File: config.mk
export PLATFORM = sky130hd
export DESIGN_NAME = btn_conditioner
export DESIGN_NICKNAME = d
export VERILOG_FILES = /design/src/rtl/btn_conditioner.sv
export SDC_FILE = /design/constraint.sdc
export NUM_CORES = 1
export LEC_CHECK = 0
export CORE_ASPECT_RATIO = 0.7
export CORE_MARGIN = 2
export CORE_UTILIZATION = 55
export CTS_CLUSTER_DIAMETER = 100
export DETAILED_ROUTE_END_ITERATION = 16
export GPL_TIMING_DRIVEN = 0
export PLACE_DENSITY = 0.83
export SYNTH_ARGS = -nofsm -noshare
export SYNTH_HDL_FRONTEND = slang
export SYNTH_SLANG_ARGS = --single-unit
File: constraint.sdc
create_clock -name CLK -period 5.4 [get_ports CLK]
set_input_delay 1.08 -clock CLK [delete_from_list [all_inputs] [get_ports CLK]]
set_output_delay 1.08 -clock CLK [all_outputs]
set_load 0.03 [all_outputs]
File: src/rtl/btn_conditioner.sv
// Push-button conditioner: 2-FF sync, tick-sampled debounce, registered level and press pulse.
// Define BTN_AUTOREPEAT_EN to add auto-repeat press pulses while a button stays held.
module btn_conditioner #(
    parameter int unsigned NBTN       = 1,
    parameter int unsigned SAMPLE_DIV = 1250000,
    parameter int unsigned STABLE_N   = 3,
    parameter int unsigned REPEAT_DLY = 50,
    parameter int unsigned REPEAT_PER = 10
) (
    input  logic            CLK,
    input  logic            RST,
    input  logic [NBTN-1:0] BTNIN,
    output logic [NBTN-1:0] BTNLVL,
    output logic [NBTN-1:0] BTNOUT
);

    localparam int unsigned PW = (SAMPLE_DIV > 1) ? $clog2(SAMPLE_DIV) : 1;
    localparam int unsigned SW = $clog2(STABLE_N + 1);
    localparam logic [PW-1:0] P_LAST = PW'(SAMPLE_DIV - 1);
    localparam logic [SW-1:0] S_LAST = SW'(STABLE_N - 1);

    logic [NBTN-1:0]         s1;
    logic [NBTN-1:0]         s2;
    logic [PW-1:0]           pcnt;
    logic                    tick_c;
    logic [NBTN-1:0][SW-1:0] scnt;
    logic [NBTN-1:0][SW-1:0] scnt_nxt;
    logic [NBTN-1:0]         lvl_nxt;
    logic [NBTN-1:0]         rise_c;
    logic [NBTN-1:0]         pulse_c;

    assign tick_c = (pcnt == P_LAST);

    // Stability counter: a sample matching the current level restarts the count.
    always_comb begin
        scnt_nxt = scnt;
        lvl_nxt  = BTNLVL;
        rise_c   = '0;
        if (tick_c) begin
            for (int unsigned i = 0; i < NBTN; i++) begin
                if (s2[i] == BTNLVL[i]) begin
                    scnt_nxt[i] = '0;
                end else if (scnt[i] == S_LAST) begin
                    lvl_nxt[i]  = s2[i];
                    scnt_nxt[i] = '0;
                    rise_c[i]   = s2[i];
                end else begin
                    scnt_nxt[i] = scnt[i] + SW'(1);
                end
            end
        end
    end

`ifdef BTN_AUTOREPEAT_EN
    localparam int unsigned RMAX = (REPEAT_DLY > REPEAT_PER) ? REPEAT_DLY : REPEAT_PER;
    localparam int unsigned RW   = $clog2(RMAX + 1);
    localparam logic [RW-1:0] R_DLY = RW'(REPEAT_DLY);
    localparam logic [RW-1:0] R_PER = RW'(REPEAT_PER);

    logic [NBTN-1:0][RW-1:0] rcnt;
    logic [NBTN-1:0][RW-1:0] rcnt_nxt;
    logic [NBTN-1:0]         rphase;
    logic [NBTN-1:0]         rphase_nxt;
    logic [NBTN-1:0]         rep_c;

    // rphase selects the initial delay (0) or the steady repeat period (1).
    always_comb begin
        rcnt_nxt   = rcnt;
        rphase_nxt = rphase;
        rep_c      = '0;
        for (int unsigned i = 0; i < NBTN; i++) begin
            if (!BTNLVL[i] || !lvl_nxt[i]) begin
                rcnt_nxt[i]   = '0;
                rphase_nxt[i] = 1'b0;
            end else if (tick_c) begin
                if ((rcnt[i] + RW'(1)) == (rphase[i] ? R_PER : R_DLY)) begin
                    rep_c[i]      = 1'b1;
                    rcnt_nxt[i]   = '0;
                    rphase_nxt[i] = 1'b1;
                end else begin
                    rcnt_nxt[i] = rcnt[i] + RW'(1);
                end
            end
        end
    end

    always_ff @(posedge CLK or negedge RST) begin
        if (!RST) begin
            rcnt   <= '0;
            rphase <= '0;
        end else begin
            rcnt   <= rcnt_nxt;
            rphase <= rphase_nxt;
        end
    end

    assign pulse_c = rise_c | rep_c;
`else
    logic unused_rep;
    assign unused_rep = ^{32'(REPEAT_DLY), 32'(REPEAT_PER)};
    assign pulse_c    = rise_c;
`endif

    // Synchroniser, shared prescaler and registered outputs.
    always_ff @(posedge CLK or negedge RST) begin
        if (!RST) begin
            s1     <= '0;
            s2     <= '0;
            pcnt   <= '0;
            scnt   <= '0;
            BTNLVL <= '0;
            BTNOUT <= '0;
        end else begin
            s1     <= BTNIN;
            s2     <= s1;
            pcnt   <= tick_c ? '0 : pcnt + PW'(1);
            scnt   <= scnt_nxt;
            BTNLVL <= lvl_nxt;
            BTNOUT <= pulse_c;
        end
    end

endmodule

==> out/metrics.sh, run 1 <==
INTERNAL_mW=0.234
TIMING.FINAL.CRIT_SHARE_PCT=46.8
LONGEST_INDIVIDUAL_STAGE_DELAY_ON_THE_WORST_PATH_NS=0.69
FINALSETUPTNS_NS=0
POST_CTS_RESIZED=0
STATUS='complete, no violations'
TRITONCTS='yes'
TOTAL_DETAILED_ROUTING_WIRELENGTH_UM=2390
LAYOUT_COMMON_CELLS='sky130_fd_sc_hd__dfrtp_1, sky130_fd_sc_hd__nor2_1, sky130_fd_sc_hd__nand3_1, sky130_fd_sc_hd__xnor2_1, sky130_fd_sc_hd__xor2_1'
CTS_SETUP_BUFFERS=0
CRITICAL_PATH_BUF_INV_COUNT=1
POWER.LEAKAGE_nW=0.631
NETLIST.TOP_CELL.BY_AREA='sky130_fd_sc_hd__dfrtp_1'
DRIVE_ABOVE_1_SHARE_PCT=13.8
CP-END-KIND='output port'
PATH_CLK_SLEW_NS=0.14
DIEAREA_UM2=2800
HOLD_PATH.STARTPOINT='s1'
TIMING.CRITICAL_PATH.CELLS='clkdlybuf4s50_1'
TIMING.SETUP.CRITICAL_PATH_CLASS='flip-flop to output port'
VDD.IR_DROP.WORST_uV=156
SETUP.WORST_PATH.START_CLASS='flip-flop'
FIN_WORST_SKEW_NS=0.00340
SWITCHING_FRACTION_OF_TOTAL_POWER_PCT=21.0
POSTSYNTHNETCOUNT=119
POSTSYNTHREGISTERBITS=27
POWER_DENSITY_nW_PER_UM2=208
GRT_FIRST_PASS_WIRELENGTH_UM=4380
NETS=128
DRTANTENNAVIOLNETS=0
CRITPATHARRIVALTIME_NS=1.44
GP_CONGESTION=0.818
CRITICAL_PATH_PEAK_FANOUT=4
GRT_SETUP_UNREPAIRED='false'
YOSYS_CELL_TYPES=32
SHARE_CLK_OF_TOTAL_POWER_PCT=29.2
COREAREA_UM2=2210
I_O_PINS=5
SLEW_AT_THE_PIN_CLOSEST_TO_ITS_MAX_SLEW_LIMIT_NS=1.18
REMAINING_DRC_ERRORS=0
GROUTE.LAYER.MET1.USAGE_PCT=27.9
COMB_POWER_SHARE_PCT=2.0
WORSTSKEWPAIRLATENCY_NS=0.32
VIAS_POST_DR=901
TOTAL_SWITCHING_POWER_mW=0.0622
CLK_PATH_BUF_DEPTH=2
SYNTH_AREA_UM2=1310
FINALHOLDVIOLCOUNT=0
MOSTFREQUENTLAYOUTCELL='sky130_fd_sc_hd__dfrtp_1'
WORST_SLEW_MARGIN_REL_PCT=20.8
POWER_TOTAL_mW=0.296
SYNTHESIS.INSTANCES=115
HOLD_BUFS_INSERTED_AFTER_CTS=0
AREA_GROWTH_SYN_TO_LAYOUT_PCT=8.10
PWR-SHARE-SEQ_PCT=68.8
GRT_UTIL_OVERALL_PCT=20.9
CTS.SINK_COUNT=27
NUM_ANTENNA_CELLS=0
CLOCK_TREE.ROOT_CELL='sky130_fd_sc_hd__clkbuf_4'
INITIAL_ANTENNA_VIOLATION_COUNT=0
MET2_LAYER_USAGE_REPORTED_BY_GLOBAL_ROUTE_PCT=35.4
FINALWORSTPATHREQUIREDPERIOD_NS=2.52
FIRST_PASS_ITERS=4
NETLIST.AREA_LEADER.SHARE_PCT=51.5
TIMING.RR.START='pcnt[0]'
ROW_COUNT=14
USE_MET3_PCT=5.24
GRT_START_MAX_NET_PINS=28
AVGROUTEDWIREPERCELL_UM=15.4
FLOORPLAN.INITIALDENSITY_PCT=59.5
VIAS_PER_CELL=5.81
HP-CLASS='flip-flop to flip-flop'
REPORT.FINAL.SETUP_VIOL=0
YOSYS_WARNINGS=0
YS_TOP_CELLS_BY_AREA='sky130_fd_sc_hd__dfrtp_1, sky130_fd_sc_hd__xnor2_1, sky130_fd_sc_hd__xor2_1'
HOLD_PATH_DEPTH=0
DPL.HPWL_UM=1780
DIE-WIDTH_UM=62.4
CP_SLOWEST_CELL='sky130_fd_sc_hd__clkdlybuf4s50_1'
GRT_REMAINING_OVERFLOW=0
SLEW_VIOL_FINAL=0
R2R_CELLS=6
CRIT-REG2REG-CAPTURE='BTNLVL'
CPLARGESTDELAYFAMILY='buffers and inverters'
TOP_USAGE_LAYER='met2'
CRITICAL_PATH_REQUIRED_NS=4.32
MAX_FREQ_MHz=396
CTS.HTREE.LEVELS=1
MAX_CAP_VIOL_COUNT=0
DIE_H_UM=44.9
VIAS_IN_THE_FIRST_GLOBAL_ROUTE=872
AVGSYNTHCELLAREA_UM2=11.4
BUFFER_PORTS.INSERTED=4
HOLD_END='s2'
1ST_ITER_DRT_VIOLS=81
FF2FF_SETUP_SLACK_NS=3.47
NUMBER_OF_CLOCK_BUFFERS_INSERTED_BY_TRITONCTS=3
YS_SEQ_AREA_SHARE_PCT=51.5
==> power by group through the flow <==
stage	clock network [mW]	registers, mW	logic, mW
5_1_grt	0.100	0.204	0.00692
6_report	0.0864	0.203	0.00593
4_1_cts	0.0894	0.203	0.00628
3_3_place_gp	0	0.207	0.00590
3_5_place_dp	0	0.207	0.00629
2_1_floorplan	0	0.207	0.000727
==> how the worst max path moves through the flow <==
stage	from	endpoint	slack, ns	cells after the start
finish	BTNLVL	BTNLVL	2.88	1
CTS	BTNLVL	BTNLVL	2.85	1
detailed placement	RST	pcnt[11]	2.86	1
global placement	RST	pcnt[11]	2.95	1
floorplan	pcnt[0]	BTNLVL	3.68	6
global route	BTNLVL	BTNLVL	2.81	1
==> sequential cells by signal (all words and copies together), names as in the netlist <==
| name | flops |
|---|---|
| BTNLVL | 1 |
| BTNOUT | 1 |
| pcnt | 21 |
| s1 | 1 |
| s2 | 1 |
| scnt | 2 |
==> stage by stage <==
| step | instance area, um^2 | worst slack (ns) | std cells | utilization (%) | hold slack, ns |
|---|---|---|---|---|---|
| 6_report | 1420 | 2.88 | 155 | 64.3 | 0.364 |
| 5_1_grt | 1420 | 2.81 | 155 | 64.3 | 0.376 |
| 4_1_cts | 1420 | 2.85 | 155 | 64.3 | 0.367 |
| 3_5_place_dp | 1390 | 2.86 | 151 | 63.1 | 0.336 |
| 3_3_place_gp | 1390 | 2.95 | 151 | 63.1 | 0.334 |
| 2_1_floorplan | 1310 | 3.68 | 115 | - | 0.331 |
==> cell type report <==
cell class / instances / area (um^2)
Sequential cell: 27 / 676
Inverter: 3 / 11.3
Clock buffer: 4 / 26.3
Fill cell: 182 / 788
Buffer: 6 / 58.8
Multi-Input combinational cell: 79 / 567
Timing Repair Buffer: 4 / 40.0
Tap cell: 32 / 40.0
==> worst register-to-register path: stages, from the launching register on <==
cell	delay, ns
sky130_fd_sc_hd__dfrtp_1	0.43
sky130_fd_sc_hd__ha_1	0.22
sky130_fd_sc_hd__and3_1	0.16
sky130_fd_sc_hd__clkbuf_1	0.23
sky130_fd_sc_hd__nand4_1	0.22
sky130_fd_sc_hd__nor3_1	0.23
sky130_fd_sc_hd__mux2_2	0.35
==> kinds of logic after synthesis <==
group                    count (synthesis)  synth area share [%]
AND/OR/NAND/NOR                         54                  25.9
flip-flops                              27                  51.5
XOR/XNOR                                18                  12.0
buffers and inverters                    9                  5.34
AO/OA/AOI/OAI                            3                  1.72
multiplexers                             3                  2.57
adder cells (fa/ha/maj)                  1                 0.953
==> layer usage <==
| metal | part of all wire, % | wire, um |
|---|---|---|
| met1 | 47 | 1130 |
| met2 | 48 | 1140 |
| met3 | 5.0 | 119 |
| met4 | 0 | 0 |
| met5 | 0 | 0 |
==> synthesized netlist by cell type, drive strengths merged <==
library cell  count
o41ai             1
and4              3
ha                1
nand2b            1
clkbuf            1
nand3            10
nor3              5
nand4             7
nand2             3
dfrtp            27
inv               3
and3              2
xnor2            10
buf               5
mux2              3
or4b              1
nor3b             1
nor4              2
a21oi             2
xor2              8
nor2             14
nor4b             3
nor2b             1
and4b             1
Note: power is estimated with default switching activity, not from simulation.
==> run 2: changes to the inputs <==
--- a/config.mk
+++ b/config.mk
@@ -7,11 +7,11 @@
 export LEC_CHECK = 0
 export CORE_ASPECT_RATIO = 0.7
 export CORE_MARGIN = 2
-export CORE_UTILIZATION = 55
+export CORE_UTILIZATION = 53
 export CTS_CLUSTER_DIAMETER = 100
 export DETAILED_ROUTE_END_ITERATION = 16
 export GPL_TIMING_DRIVEN = 0
-export PLACE_DENSITY = 0.83
+export PLACE_DENSITY = 0.84
 export SYNTH_ARGS = -nofsm -noshare
 export SYNTH_HDL_FRONTEND = slang
 export SYNTH_SLANG_ARGS = --single-unit
==> constraint.sdc (replaced) <==
create_clock -name CLK -period 2.1 [get_ports CLK]
set_input_delay 0.42 -clock CLK [delete_from_list [all_inputs] [get_ports CLK]]
set_output_delay 0.42 -clock CLK [all_outputs]
set_load 0.03 [all_outputs]
==> out/metrics.sh, run 2 (same netlist as run 1, synthesis figures left out) <==
TIMING.SETUP.CRITICAL_PATH_CLASS='flip-flop to flip-flop'
ROW_COUNT=15  # +1
DPL.HPWL_UM=1670  # -6.4%
GRT_REMAINING_OVERFLOW=0  # unchanged
1ST_ITER_DRT_VIOLS=48  # -41%
CLOCK_TREE.ROOT_CELL='sky130_fd_sc_hd__clkbuf_4'
CTS.SINK_COUNT=27  # unchanged
HP-CLASS='flip-flop to flip-flop'
CP-END-KIND='flip-flop'
VIAS_PER_CELL=5.55  # -4.5%
TRITONCTS='yes'
TOTAL_DETAILED_ROUTING_WIRELENGTH_UM=2260  # -5.4%
LARGEST_REGISTER_FFS=21  # unchanged
WORSTSKEWPAIRLATENCY_NS=0.33  # about the same
CTS_SETUP_BUFFERS=0  # unchanged
GRT_SETUP_UNREPAIRED='false'
FINALSETUPTNS_NS=0  # unchanged
CRITPATHARRIVALTIME_NS=2.22  # +0.78 ns
STATUS='complete, no violations'
CRITICAL_PATH_REQUIRED_NS=2.33  # -1.99 ns
FLOORPLAN.INITIALDENSITY_PCT=54.6  # -4.8 points
WORST_SLEW_MARGIN_REL_PCT=20.5  # -0.29 points
REPORT.FINAL.SETUP_VIOL=0  # unchanged
CRITICAL_PATH_PEAK_FANOUT=5  # +1
DIE_H_UM=45.6  # +1.7%
I_O_PINS=5  # unchanged
SLEW_VIOL_FINAL=0  # unchanged
GRT_UTIL_OVERALL_PCT=18.2  # -2.7 points
CLK_PATH_BUF_DEPTH=2  # unchanged
FILL_CELLS=219  # +20%
FINALHOLDVIOLCOUNT=0  # unchanged
HOLD_BUFS_INSERTED_AFTER_CTS=0  # unchanged
POWER.LEAKAGE_nW=0.631  # unchanged
GP_CONGESTION=0.780  # -4.7%
GRT_FIRST_PASS_WIRELENGTH_UM=3960  # -9.6%
PATH_CLK_SLEW_NS=0.14  # about the same
AVGROUTEDWIREPERCELL_UM=14.4  # -6.6%
FINALWORSTPATHREQUIREDPERIOD_NS=1.99
CTS.HTREE.LEVELS=1  # unchanged
POWER_DENSITY_nW_PER_UM2=535  # +160%
INITIAL_ANTENNA_VIOLATION_COUNT=0  # unchanged
LAYOUT_COMMON_CELLS='sky130_fd_sc_hd__dfrtp_1, sky130_fd_sc_hd__nor2_1, sky130_fd_sc_hd__nand3_1, sky130_fd_sc_hd__xnor2_1, sky130_fd_sc_hd__xor2_1'
NUMBER_OF_CLOCK_BUFFERS_INSERTED_BY_TRITONCTS=3  # unchanged
REGISTERS.TOP_BY_FF_COUNT='pcnt'
COREAREA_UM2=2400  # +8.8%
SLEW_AT_THE_PIN_CLOSEST_TO_ITS_MAX_SLEW_LIMIT_NS=1.19  # +0.00439 ns
POST_CTS_RESIZED=0  # unchanged
NETS=128  # unchanged
SETUP.WORST_PATH.START_CLASS='flip-flop'
TIMING.FINAL.CRIT_SHARE_PCT=95.0
VIAS_POST_DR=872  # -3.2%
MAX_FREQ_MHz=501
MOSTFREQUENTLAYOUTCELL='sky130_fd_sc_hd__dfrtp_1'
DRTANTENNAVIOLNETS=0  # unchanged
DIE-WIDTH_UM=63.5  # +1.8%
DIEAREA_UM2=2900  # +3.5%
VDD.IR_DROP.WORST_uV=264  # +70%
FIRST_PASS_ITERS=4  # unchanged
NUM_ANTENNA_CELLS=0  # unchanged
VIAS_IN_THE_FIRST_GLOBAL_ROUTE=836  # -4.1%
POST-ROUTE-UTIL_PCT=59.2  # -5.1 points
BIGGESTREGSBYFLOPS='pcnt: 21 flops, scnt: 2 flops'
GRT_START_MAX_NET_PINS=28  # unchanged
FIN_WORST_SKEW_NS=0.00664  # +0.00324 ns
DRIVE_ABOVE_1_SHARE_PCT=13.8  # unchanged
MAX_CAP_VIOL_COUNT=0  # unchanged
BUFFER_PORTS.INSERTED=4  # unchanged
REMAINING_DRC_ERRORS=0  # unchanged
AREA_GROWTH_SYN_TO_LAYOUT_PCT=8.29
[run 2: cell counts in the layout (fill, tap and decap cells not counted)]
Identical to the previous run, type by type.
[run 2: final cells by class]
cell class / count / area [um^2] / area share [%]
buffer: 6 / 58.8 / 4.14
clock buffer: 4 / 26.3 / 1.85
inverter: 3 / 11.3 / 0.792
multi-input combinational: 79 / 567 / 39.9
sequential: 27 / 676 / 47.5
tap: 34 / 42.5 / 2.99
timing repair buffer: 4 / 40.0 / 2.82
[run 2: worst max-delay path, stage by stage, from the launching register on]
cell,delay (ns)
sky130_fd_sc_hd__dfrtp_1,0.43
sky130_fd_sc_hd__ha_1,0.24
sky130_fd_sc_hd__and3_1,0.17
sky130_fd_sc_hd__clkbuf_1,0.23
sky130_fd_sc_hd__nand4_1,0.23
sky130_fd_sc_hd__nor3_1,0.24
sky130_fd_sc_hd__mux2_2,0.35
[run 2: metrics by stage]
stage | cell area [um^2] | cells | power (mW) | setup slack [ns] | hold WS (ns)
4_1_cts | 1420 | 157 | 0.767 | 0.131 | 0.379
3_5_place_dp | 1400 | 153 | 0.549 | 0.155 | 0.348
2_1_floorplan | 1310 | 115 | 0.535 | 0.381 | 0.124
5_1_grt | 1420 | 157 | 0.790 | 0.0313 | 0.387
3_3_place_gp | 1400 | 153 | 0.548 | 0.206 | 0.335
6_report | 1420 | 157 | 0.761 | 0.106 | 0.377
[run 2: layer usage]
metal	up-vias	global-route usage (%)	wire length (um)
li1	419	-	-
met1	436	25.4	1080
met2	15	28.2	1080
met3	2	5.94	84
met4	0	3.91	15
met5	-	0	0
[run 2: power breakdown]
group,switching [mW],internal (mW),leakage (nW)
Combinational,0.0110,0.00420,0.257
Clock,0.148,0.0745,0.0150
Sequential,0.00124,0.522,0.358
[run 2: path summary, 6_finish.rpt]
path | slack, ns | cells past startpoint | endpoint | start
setup reg to reg | 0.11 | 6 | BTNLVL | pcnt[0]
min in group asynchronous | 0.70 | 1 | pcnt[8] | RST
hold reg to reg | 0.38 | 0 | s2 | s1
max in group asynchronous | 0.69 | 1 | pcnt[17] | RST
hold / removal | 0.38 | 0 | s2 | s1
setup / recovery | 0.11 | 6 | BTNLVL | pcnt[0]
